--- src/rtl/rom_ram_pkg.sv ---
// Shared definitions for the ROM/RAM copy sequencer
// and the memories it drives.
package rom_ram_pkg;

  localparam int ADDR_W_DEF = 3;
  localparam int DATA_W_DEF = 4;

  typedef enum logic [1:0] {
    ST_IDLE   = 2'd0,
    ST_COPY   = 2'd1,
    ST_VERIFY = 2'd2,
    ST_DONE   = 2'd3
  } state_t;

endpackage

--- src/rtl/rom_copy_ctrl_if.sv ---
// Host handshake plus ROM and RAM buses owned by
// the copy sequencer.
interface rom_copy_ctrl_if
  import rom_ram_pkg::*;
#(
  parameter int ADDR_W = ADDR_W_DEF,
  parameter int DATA_W = DATA_W_DEF
);

  logic                     start;
  logic                     busy;
  logic                     done;
  logic [ADDR_W+DATA_W-1:0] sum;
  logic                     mismatch;
  logic [ADDR_W-1:0]        err_addr;

  logic [ADDR_W-1:0]        rom_addr;
  logic [DATA_W-1:0]        rom_data;

  logic                     ram_we;
  logic [ADDR_W-1:0]        ram_addr;
  logic [DATA_W-1:0]        ram_wdata;
  logic [DATA_W-1:0]        ram_rdata;

  modport master (
    input  start,
    input  rom_data,
    input  ram_rdata,
    output busy,
    output done,
    output sum,
    output mismatch,
    output err_addr,
    output rom_addr,
    output ram_we,
    output ram_addr,
    output ram_wdata
  );

  modport slave (
    output start,
    output rom_data,
    output ram_rdata,
    input  busy,
    input  done,
    input  sum,
    input  mismatch,
    input  err_addr,
    input  rom_addr,
    input  ram_we,
    input  ram_addr,
    input  ram_wdata
  );

endinterface

--- src/rtl/rom_copy_ctrl.sv ---
// Copies the ROM image into RAM, optionally reads it
// back against the ROM, and accumulates a checksum.
module rom_copy_ctrl
  import rom_ram_pkg::*;
#(
  parameter int ADDR_W    = ADDR_W_DEF,
  parameter int DATA_W    = DATA_W_DEF,
  parameter bit VERIFY_EN = 1'b1
)(
  input  logic            clk,
  input  logic            rst,
  rom_copy_ctrl_if.master bus
);

  localparam int SUM_W = ADDR_W + DATA_W;
  localparam logic [ADDR_W-1:0] LAST = '1;

  state_t              r_state;
  state_t              w_next;
  logic [ADDR_W-1:0]   r_idx;
  logic [SUM_W-1:0]    r_sum;
  logic                r_mis;
  logic [ADDR_W-1:0]   r_err;
  logic                w_last;
  logic                w_bad;

  assign w_last = (r_idx == LAST);
  assign w_bad  = (bus.ram_rdata != bus.rom_data);

  always_ff @(posedge clk or posedge rst) begin
    if (rst) begin
      r_state <= ST_IDLE;
    end else begin
      r_state <= w_next;
    end
  end

  always_comb begin
    w_next = r_state;
    unique case (r_state)
      ST_IDLE: begin
        if (bus.start) w_next = ST_COPY;
      end
      ST_COPY: begin
        if (w_last) w_next = VERIFY_EN ? ST_VERIFY : ST_DONE;
      end
      ST_VERIFY: begin
        if (w_last) w_next = ST_DONE;
      end
      ST_DONE: begin
        w_next = ST_IDLE;
      end
      default: w_next = ST_IDLE;
    endcase
  end

  always_comb begin
    bus.busy      = 1'b0;
    bus.done      = 1'b0;
    bus.ram_we    = 1'b0;
    bus.rom_addr  = '0;
    bus.ram_addr  = '0;
    bus.ram_wdata = '0;
    unique case (r_state)
      ST_COPY: begin
        bus.busy      = 1'b1;
        bus.ram_we    = 1'b1;
        bus.rom_addr  = r_idx;
        bus.ram_addr  = r_idx;
        bus.ram_wdata = bus.rom_data;
      end
      ST_VERIFY: begin
        bus.busy     = 1'b1;
        bus.rom_addr = r_idx;
        bus.ram_addr = r_idx;
      end
      ST_DONE: begin
        bus.done = 1'b1;
      end
      default: ;
    endcase
  end

  // idx wraps naturally to 0 at the end of each pass
  always_ff @(posedge clk or posedge rst) begin
    if (rst) begin
      r_idx <= '0;
      r_sum <= '0;
      r_mis <= 1'b0;
      r_err <= '0;
    end else begin
      unique case (r_state)
        ST_IDLE: begin
          if (bus.start) begin
            r_idx <= '0;
            r_sum <= '0;
            r_mis <= 1'b0;
            r_err <= '0;
          end
        end
        ST_COPY: begin
          r_sum <= r_sum + {{ADDR_W{1'b0}}, bus.rom_data};
          r_idx <= r_idx + 1'b1;
        end
        ST_VERIFY: begin
          if (w_bad) begin
            r_mis <= 1'b1;
            if (!r_mis) r_err <= r_idx;
          end
          r_idx <= r_idx + 1'b1;
        end
        ST_DONE: begin
          r_idx <= '0;
        end
        default: ;
      endcase
    end
  end

  assign bus.sum      = r_sum;
  assign bus.mismatch = r_mis;
  assign bus.err_addr = r_err;

endmodule
--- src/flat_wrapper.sv ---
// flat-port wrapper written by rule: the top's interface ports become plain ports
module rom_copy_ctrl_flat import rom_ram_pkg::*;
#(
  parameter int ADDR_W    = ADDR_W_DEF,
  parameter int DATA_W    = DATA_W_DEF,
  parameter bit VERIFY_EN = 1'b1
)
  (clk, rst, bus_start, bus_rom_data, bus_ram_rdata, bus_busy, bus_done, bus_sum, bus_mismatch, bus_err_addr, bus_rom_addr, bus_ram_we, bus_ram_addr, bus_ram_wdata);
  rom_copy_ctrl_if #(.ADDR_W(ADDR_W), .DATA_W(DATA_W)) bus_i ();
  input  logic clk;
  input  logic rst;
  input wire logic [$bits(bus_i.start)-1:0] bus_start;
  input wire logic [$bits(bus_i.rom_data)-1:0] bus_rom_data;
  input wire logic [$bits(bus_i.ram_rdata)-1:0] bus_ram_rdata;
  output wire logic [$bits(bus_i.busy)-1:0] bus_busy;
  output wire logic [$bits(bus_i.done)-1:0] bus_done;
  output wire logic [$bits(bus_i.sum)-1:0] bus_sum;
  output wire logic [$bits(bus_i.mismatch)-1:0] bus_mismatch;
  output wire logic [$bits(bus_i.err_addr)-1:0] bus_err_addr;
  output wire logic [$bits(bus_i.rom_addr)-1:0] bus_rom_addr;
  output wire logic [$bits(bus_i.ram_we)-1:0] bus_ram_we;
  output wire logic [$bits(bus_i.ram_addr)-1:0] bus_ram_addr;
  output wire logic [$bits(bus_i.ram_wdata)-1:0] bus_ram_wdata;
  assign bus_i.start = bus_start;
  assign bus_i.rom_data = bus_rom_data;
  assign bus_i.ram_rdata = bus_ram_rdata;
  assign bus_busy = bus_i.busy;
  assign bus_done = bus_i.done;
  assign bus_sum = bus_i.sum;
  assign bus_mismatch = bus_i.mismatch;
  assign bus_err_addr = bus_i.err_addr;
  assign bus_rom_addr = bus_i.rom_addr;
  assign bus_ram_we = bus_i.ram_we;
  assign bus_ram_addr = bus_i.ram_addr;
  assign bus_ram_wdata = bus_i.ram_wdata;
  rom_copy_ctrl #(.ADDR_W(ADDR_W), .DATA_W(DATA_W), .VERIFY_EN(VERIFY_EN)) u_core (.clk(clk), .rst(rst), .bus(bus_i));
endmodule
--- config.mk ---
export PLATFORM = sky130hd
export DESIGN_NAME = rom_copy_ctrl_flat
export DESIGN_NICKNAME = d
export VERILOG_FILES = /design/src/rtl/rom_ram_pkg.sv /design/src/rtl/rom_copy_ctrl_if.sv /design/src/rtl/rom_copy_ctrl.sv /design/src/flat_wrapper.sv
export SDC_FILE = /design/constraint.sdc
export NUM_CORES = 1
export LEC_CHECK = 0
export BUFFER_PORTS_ARGS = -buffer_cell sky130_fd_sc_hd__buf_2
export CORE_MARGIN = 8
export CORE_UTILIZATION = 35
export CTS_BUF_LIST = sky130_fd_sc_hd__clkbuf_4
export CTS_CLUSTER_SIZE = 10
export DETAILED_ROUTE_END_ITERATION = 7
export GPL_ROUTABILITY_DRIVEN = 0
export PLACE_DENSITY = 0.59
export RECOVER_POWER = 100
export SETUP_SLACK_MARGIN = 0.15
export SYNTH_ARGS = -nofsm -noshare
export SYNTH_HDL_FRONTEND = slang
export SYNTH_SLANG_ARGS = --single-unit
export TNS_END_PERCENT = 30
--- constraint.sdc ---
create_clock -name clk -period 4.8 [get_ports clk]
set_input_delay 0.24 -clock clk [delete_from_list [all_inputs] [get_ports clk]]
set_output_delay 0.24 -clock clk [all_outputs]
set_load 0.05 [all_outputs]
==> out/qor.csv, run 1 <==
stage;metric;value;unit
cts;CTS sink cnt;16;
timing;Slew headroom;42.17;%
global_routing;Overall Global Routing Usage;10.29;%
place;placed insts;173;
global_routing;gr busiest metal;met2;
global_routing;GR Layer Usage met1;12.61;%
final_layout;nets;167;
route;vias;969;
final_layout;most common cell after layout, fill and taps aside;clkbuf_1;
synthesis;Most used DFF post-synth;dfrtp_1;
timing;Final Hold Vio Count;0;
critical_path;Startpoint Class;flip-flop;
floorplanning;io pins;35;
cts;CTS max path bufs;2;
global_routing;vias in the first global route;994;
timing;final worst setup slack;2.573;ns
global_routing;total grt overflow;0;
worst_hold_path;Hold Crit Class;in -> async;
synthesis;Synthesis Warnings;0;
floorplanning;die footprint;5123;µm²
route;post-DR wirelength/cell;14.66;µm
floorplanning;Die Ht;71.58;µm
final_layout;ant diodes;0;
synthesis;Synth Cell Area;1081;µm²
critical_path;CP Capture Type;output port;
global_routing;first-pass GRT wire length;4.340;mm
timing;worst-margin pin slew;0.8584;ns
floorplanning;initial core utilization;36.00;%
place;pre-CTS WS;2.685;ns
route;first drt pass iteration count;4;
route;Vias/cell;5.475;
synthesis;#FFs+latches synth;16;
global_routing;met2 Use GR;15.82;%
place;Port Buffer Count;34;
final_layout;area of the multi-input gates;618.1;µm²
final_layout;Fill cells;323;
synthesis;Cell variety after synth;32;
synthesis;Async S/R FF share, synth;100.0;%
cts;clock slew at reported path FFs;0.11;ns
flow_run;max_cap viols;0;
synthesis;top-area cell type share of the netlist area;37.04;%
floorplanning;Die X;71.58;µm
floorplanning;core area;3003;µm²
cts;Hold Buf Count CTS;0;
synthesis;Cells after Synth;113;
cts;later-pin clock latency in the skew report;0.29;ns
route;DRC errors left;0;
timing;Pins Over Slew Limit;0;
route;antenna-violating nets left;0;
timing;Setup Skew;0.007023;ns
synthesis;Post-synth EDFFs;0;
cts;Root Buffer;clkbuf_4;
timing;RSZ-0062 raised after global routing;false;
final_layout;share of cells above drive strength 1;11.11;%
critical_path;Setup CP Type;reg -> out;
final_layout;Final Util;41.33;%
timing;min Tclk post-route;2.227;ns
synthesis;top cells by area, synth;dfrtp_1, ha_1, nand2_1;
global_routing;initial antenna violation count;0;
cts;# Post-CTS Setup Buffers;0;
critical_path;Worst Path Required;4.56;ns
final_layout;commonest cells after routing, fill and taps aside;clkbuf_1, dfrtp_1, nand2_1;
synthesis;post-synth top area cell;dfrtp_1;
status;outcome;finished, final reports clean;
timing;FMAX;0.4490;GHz
place;HPWL Detailed;1.989;mm
timing;Setup TNS;0;ns
synthesis;Syn Area/Cell;9.567;µm²
final_layout;register area;400.4;µm²
synthesis;sequential area share after synthesis;37.04;%
timing;period utilization;46.40;%
global_routing;largest net degree at the start of global routing;18;
route;initial DRC count;55;
synthesis;post-synthesis net count;135;
cts;Post-CTS Resized;0;
critical_path;CP arrival;1.99;ns
critical_path;CP max FO;17;
cts;H-tree levels;1;
cts;Num CTS Buffers;3;
final_layout;P&R area growth vs syn;14.81;%
floorplanning;# rows;20;
timing;final setup violation count;0;
global_routing;met3 global-route usage;4.324;%
final_layout;Post-Layout Cell Count;177;
route;total wire length;2.595;mm
cts;CTS tree;yes;
-- worst max-delay path: stages (launching register included) --
cell and delay [ns]:
dfrtp_1 0.42, inv_1 0.09, ha_1 0.50, and2_1 0.21
clkbuf_1 0.47
-- synthesized netlist by cell type, types with 2 or more instances --
master	number
o21ai_1	2
nor3_1	3
a32o_1	4
o211ai_1	2
nor2_1	6
nand2_1	14
a21oi_1	4
o21ai_0	3
a221o_1	3
and3_1	3
ha_1	10
o311ai_0	2
nand3b_1	2
a21o_1	2
and2_1	7
xnor2_1	5
buf_2	2
mux2_2	2
buf_4	3
dfrtp_1	16
nand3_1	3
nand2b_1	2
inv_1	4
-- flip-flops by register name (all words and copies together) (netlist names) --
| name | count |
|---|---|
| u_core.bus.err_addr | 3 |
| u_core.r_state | 2 |
| u_core.r_idx | 3 |
| u_core.bus.sum | 7 |
| u_core.bus.mismatch | 1 |
-- kinds of logic after synthesis --
| kind of cell | Yosys count | synth area share, % |
|---|---|---|
| XOR/XNOR | 6 | 4.861 |
| multiplexers | 2 | 2.083 |
| flip-flops | 16 | 37.04 |
| AO/OA/AOI/OAI | 25 | 17.36 |
| AND/OR/NAND/NOR | 42 | 19.44 |
| adder cells (fa/ha/maj) | 11 | 13.43 |
| buffers and inverters | 11 | 5.786 |
-- final cells by class --
type / instances / area share [%]
inverters: 4 / 1.210
clock inverters: 1 / 0.3024
repair buffers: 34 / 11.29
well taps: 33 / 3.327
clock buffers: 3 / 1.815
multi-input cells: 86 / 49.80
flip-flops and latches: 16 / 32.26
-- metrics by stage --
stage,area (µm²),hold WS [ns]
floorplan,1081,0.1537
global placement,1245,0.3569
detailed placement,1245,0.3600
CTS,1271,0.03799
global route,1241,0.07887
finish,1241,0.006474
-- metal layers --
layer / vias to the layer above / share of wire [%]
li1: 463 / -
met5: - / 0
met2: 38 / 42
met4: 0 / 1.2
met3: 4 / 7.8
met1: 464 / 49
-- worst paths after layout --
path | startpoint | to | slack (ns) | cells past startpoint
max | u_core.r_state[1]$_DFFE_PP0P_ | bus_ram_wdata[1] | 2.57 | 4
min reg2reg | u_core.bus.sum[3]$_DFFE_PP0P_ | u_core.bus.sum[3]$_DFFE_PP0P_ | 0.54 | 1
min | rst | u_core.bus.err_addr[0]$_DFFE_PP0P_ | 0.006 | 2
max in group asynchronous | rst | u_core.r_state[0]$_DFFE_PP0P_ | 4.38 | 2
min in group clk | bus_start | u_core.r_idx[2]$_DFFE_PP0P_ | 0.29 | 4
max reg2reg | u_core.bus.sum[0]$_DFFE_PP0P_ | u_core.bus.sum[4]$_DFFE_PP0P_ | 2.67 | 6
Power of run 1 is left out: the tool's default activity adds up to more than one toggle a clock period on the data nets, which glitch-free logic cannot reach.
==> run 2, diff against run 1 <==
--- a/config.mk
+++ b/config.mk
@@ -12,7 +12,7 @@
 export CTS_CLUSTER_SIZE = 10
 export DETAILED_ROUTE_END_ITERATION = 7
 export GPL_ROUTABILITY_DRIVEN = 0
-export PLACE_DENSITY = 0.59
+export PLACE_DENSITY = 0.61
 export RECOVER_POWER = 100
 export SETUP_SLACK_MARGIN = 0.15
 export SYNTH_ARGS = -nofsm -noshare
==> constraint.sdc (replaced) <==
create_clock -name clk -period 1.98 [get_ports clk]
set_input_delay 0.099 -clock clk [delete_from_list [all_inputs] [get_ports clk]]
set_output_delay 0.099 -clock clk [all_outputs]
set_load 0.05 [all_outputs]
==> out/qor.csv, run 2 (synthesized netlist as in run 1, its figures left out) <==
stage;metric;value;unit;change
cts;Num CTS Buffers;3;;unchanged
timing;period utilization;96.62;%;
cts;CTS max path bufs;2;;unchanged
cts;Root Buffer;clkbuf_4;;unchanged
cts;H-tree levels;1;;unchanged
route;post-DR wirelength/cell;15.09;µm;was 14.66 µm
place;Port Buffer Count;34;;unchanged
worst_hold_path;worst hold path depth;4;;
timing;FMAX;0.5227;GHz;
route;initial DRC count;48;;was 55
worst_hold_path;Hold Crit Class;in -> reg;;was in -> async
route;first drt pass iteration count;4;;unchanged
final_layout;nets;172;;was 167
critical_path;Worst Path Required;2.17;ns;was 4.56 ns
timing;Pins Over Slew Limit;0;;unchanged
flow_run;max_cap viols;0;;unchanged
global_routing;total grt overflow;0;;unchanged
critical_path;CP Capture Type;flip-flop;;was output port
floorplanning;die footprint;5123;µm²;unchanged
final_layout;commonest cells after routing, fill and taps aside;dfrtp_1, nand2_1, clkbuf_1;;was clkbuf_1, dfrtp_1, nand2_1
status;outcome;finished, final reports clean;;unchanged
timing;Setup Skew;0.01274;ns;was 0.007023 ns
final_layout;ant diodes;0;;unchanged
floorplanning;io pins;35;;unchanged
timing;min Tclk post-route;1.913;ns;
critical_path;Startpoint Class;flip-flop;;unchanged
floorplanning;initial core utilization;36.00;%;unchanged
floorplanning;Die X;71.58;µm;unchanged
place;HPWL Detailed;2.095;mm;was 1.989 mm
timing;Slew headroom;56.77;%;was 42.17%
critical_path;reg-to-reg endpoint;u_core.bus.sum[4]$_DFFE_PP0P_;;unchanged
route;antenna-violating nets left;0;;unchanged
final_layout;share of cells above drive strength 1;26.17;%;was 11.11%
cts;CTS tree;yes;;unchanged
cts;later-pin clock latency in the skew report;0.30;ns;was 0.29 ns
worst_hold_path;Hold Crit Start;bus_start;;
route;DRC errors left;0;;unchanged
route;total wire length;2.746;mm;was 2.595 mm
timing;worst-margin pin slew;0.6477;ns;was 0.8584 ns
timing;RSZ-0062 raised after global routing;true;;was false
route;Vias/cell;5.275;;was 5.475
global_routing;largest net degree at the start of global routing;17;;was 18
global_routing;first-pass GRT wire length;4.512;mm;was 4.340 mm
floorplanning;Die Ht;71.58;µm;unchanged
worst_hold_path;Hold EP;u_core.r_idx[2]$_DFFE_PP0P_;;
route;vias;960;;was 969
final_layout;most common cell after layout, fill and taps aside;dfrtp_1;;was clkbuf_1
floorplanning;core area;3003;µm²;unchanged
timing;Setup TNS;0;ns;unchanged
critical_path;Setup CP Type;reg -> reg;;was reg -> out
critical_path;Worst R2R Setup Slack;0.07;ns;was 2.67 ns
timing;final setup violation count;0;;unchanged
cts;clock slew at reported path FFs;0.11;ns;about the same
critical_path;CP max FO;3;;was 17
critical_path;worst r2r path cells;6;;unchanged
final_layout;Largest register FFs;7;;unchanged
timing;Final Hold Vio Count;0;;unchanged
critical_path;Reg-to-Reg Start;u_core.bus.sum[0]$_DFFE_PP0P_;;unchanged
global_routing;Overall Global Routing Usage;10.95;%;was 10.29%
final_layout;P&R area growth vs syn;22.68;%;was 14.81%
critical_path;CP arrival;2.10;ns;was 1.99 ns
cts;CTS sink cnt;16;;unchanged
critical_path;crit path from;u_core.bus.sum[0]$_DFFE_PP0P_;;was u_core.r_state[1]$_DFFE_PP0P_
floorplanning;# rows;20;;unchanged
global_routing;initial antenna violation count;0;;unchanged
global_routing;vias in the first global route;1030;;was 994
## run 2: cell types whose count changed in the layout (fill, tap and decap cells not counted), moves of 3 or more
| cell | before | now |
|---|---|---|
| buf_4 | 0 | 4 |
| clkbuf_2 | 0 | 11 |
| clkbuf_1 | 24 | 13 |
| and2_1 | 7 | 4 |
| and2_2 | 0 | 3 |
## run 2: area by class of cell
| class | instances | area (µm²) |
|---|---|---|
| Timing Repair Buffer | 39 | 193.9 |
| Sequential cell | 16 | 401.6 |
| Tap cell | 33 | 41.29 |
| Multi-Input combinational cell | 86 | 644.4 |
| Inverter | 4 | 15.01 |
| Fill cell | 299 | 1677 |
| Clock buffer | 4 | 30.03 |
## run 2: worst max-delay path by stage
stage / to / slack, ns / cells after the start
2_1_floorplan: u_core.bus.sum[4]$_DFFE_PP0P_ / 0.008 / 6
6_report: u_core.bus.sum[4]$_DFFE_PP0P_ / 0.07 / 6
4_1_cts: u_core.bus.sum[4]$_DFFE_PP0P_ / 0.07 / 6
3_5_place_dp: u_core.bus.sum[4]$_DFFE_PP0P_ / 0.1 / 6
3_3_place_gp: u_core.bus.sum[4]$_DFFE_PP0P_ / 0.11 / 6
5_1_grt: u_core.bus.sum[4]$_DFFE_PP0P_ / 0.005 / 6
## run 2: repair_timing
item	CTS	global route
hold endpoints to repair	16	0
setup buffers	0	1
resized for setup	0	0
setup endpoints to repair	1	4
hold buffers	1	0
pin swaps	0	1
## run 2: metrics by stage
stage	cells	hold slack [ns]	setup slack (ns)	utilization, %	area, µm²
CTS	181	0.1430	0.07162	44.54	1338
floorplan	113	0.01267	0.007693	-	1111
global placement	176	0.2226	0.1131	43.21	1297
detailed placement	176	0.2268	0.09919	43.21	1297
finish	182	0.1574	0.06693	44.17	1326
global route	182	0.1445	0.004909	44.17	1326
## run 2: worst max-delay path: stages, from the launching register on
cell     delay, ns
dfrtp_2       0.44
ha_4          0.17
fa_2          0.35
a21o_1        0.18
a21oi_2       0.18
mux2_4        0.31
a22o_1        0.17
## run 2: routing by layer
layer	vias up	GRT usage [%]	wire, µm
met4	0	2.041	17
met3	6	5.300	217
met2	32	18.67	1222
met1	446	12.09	1289
met5	-	0	0
li1	476	-	-
Power of run 2 is left out for the same reason.
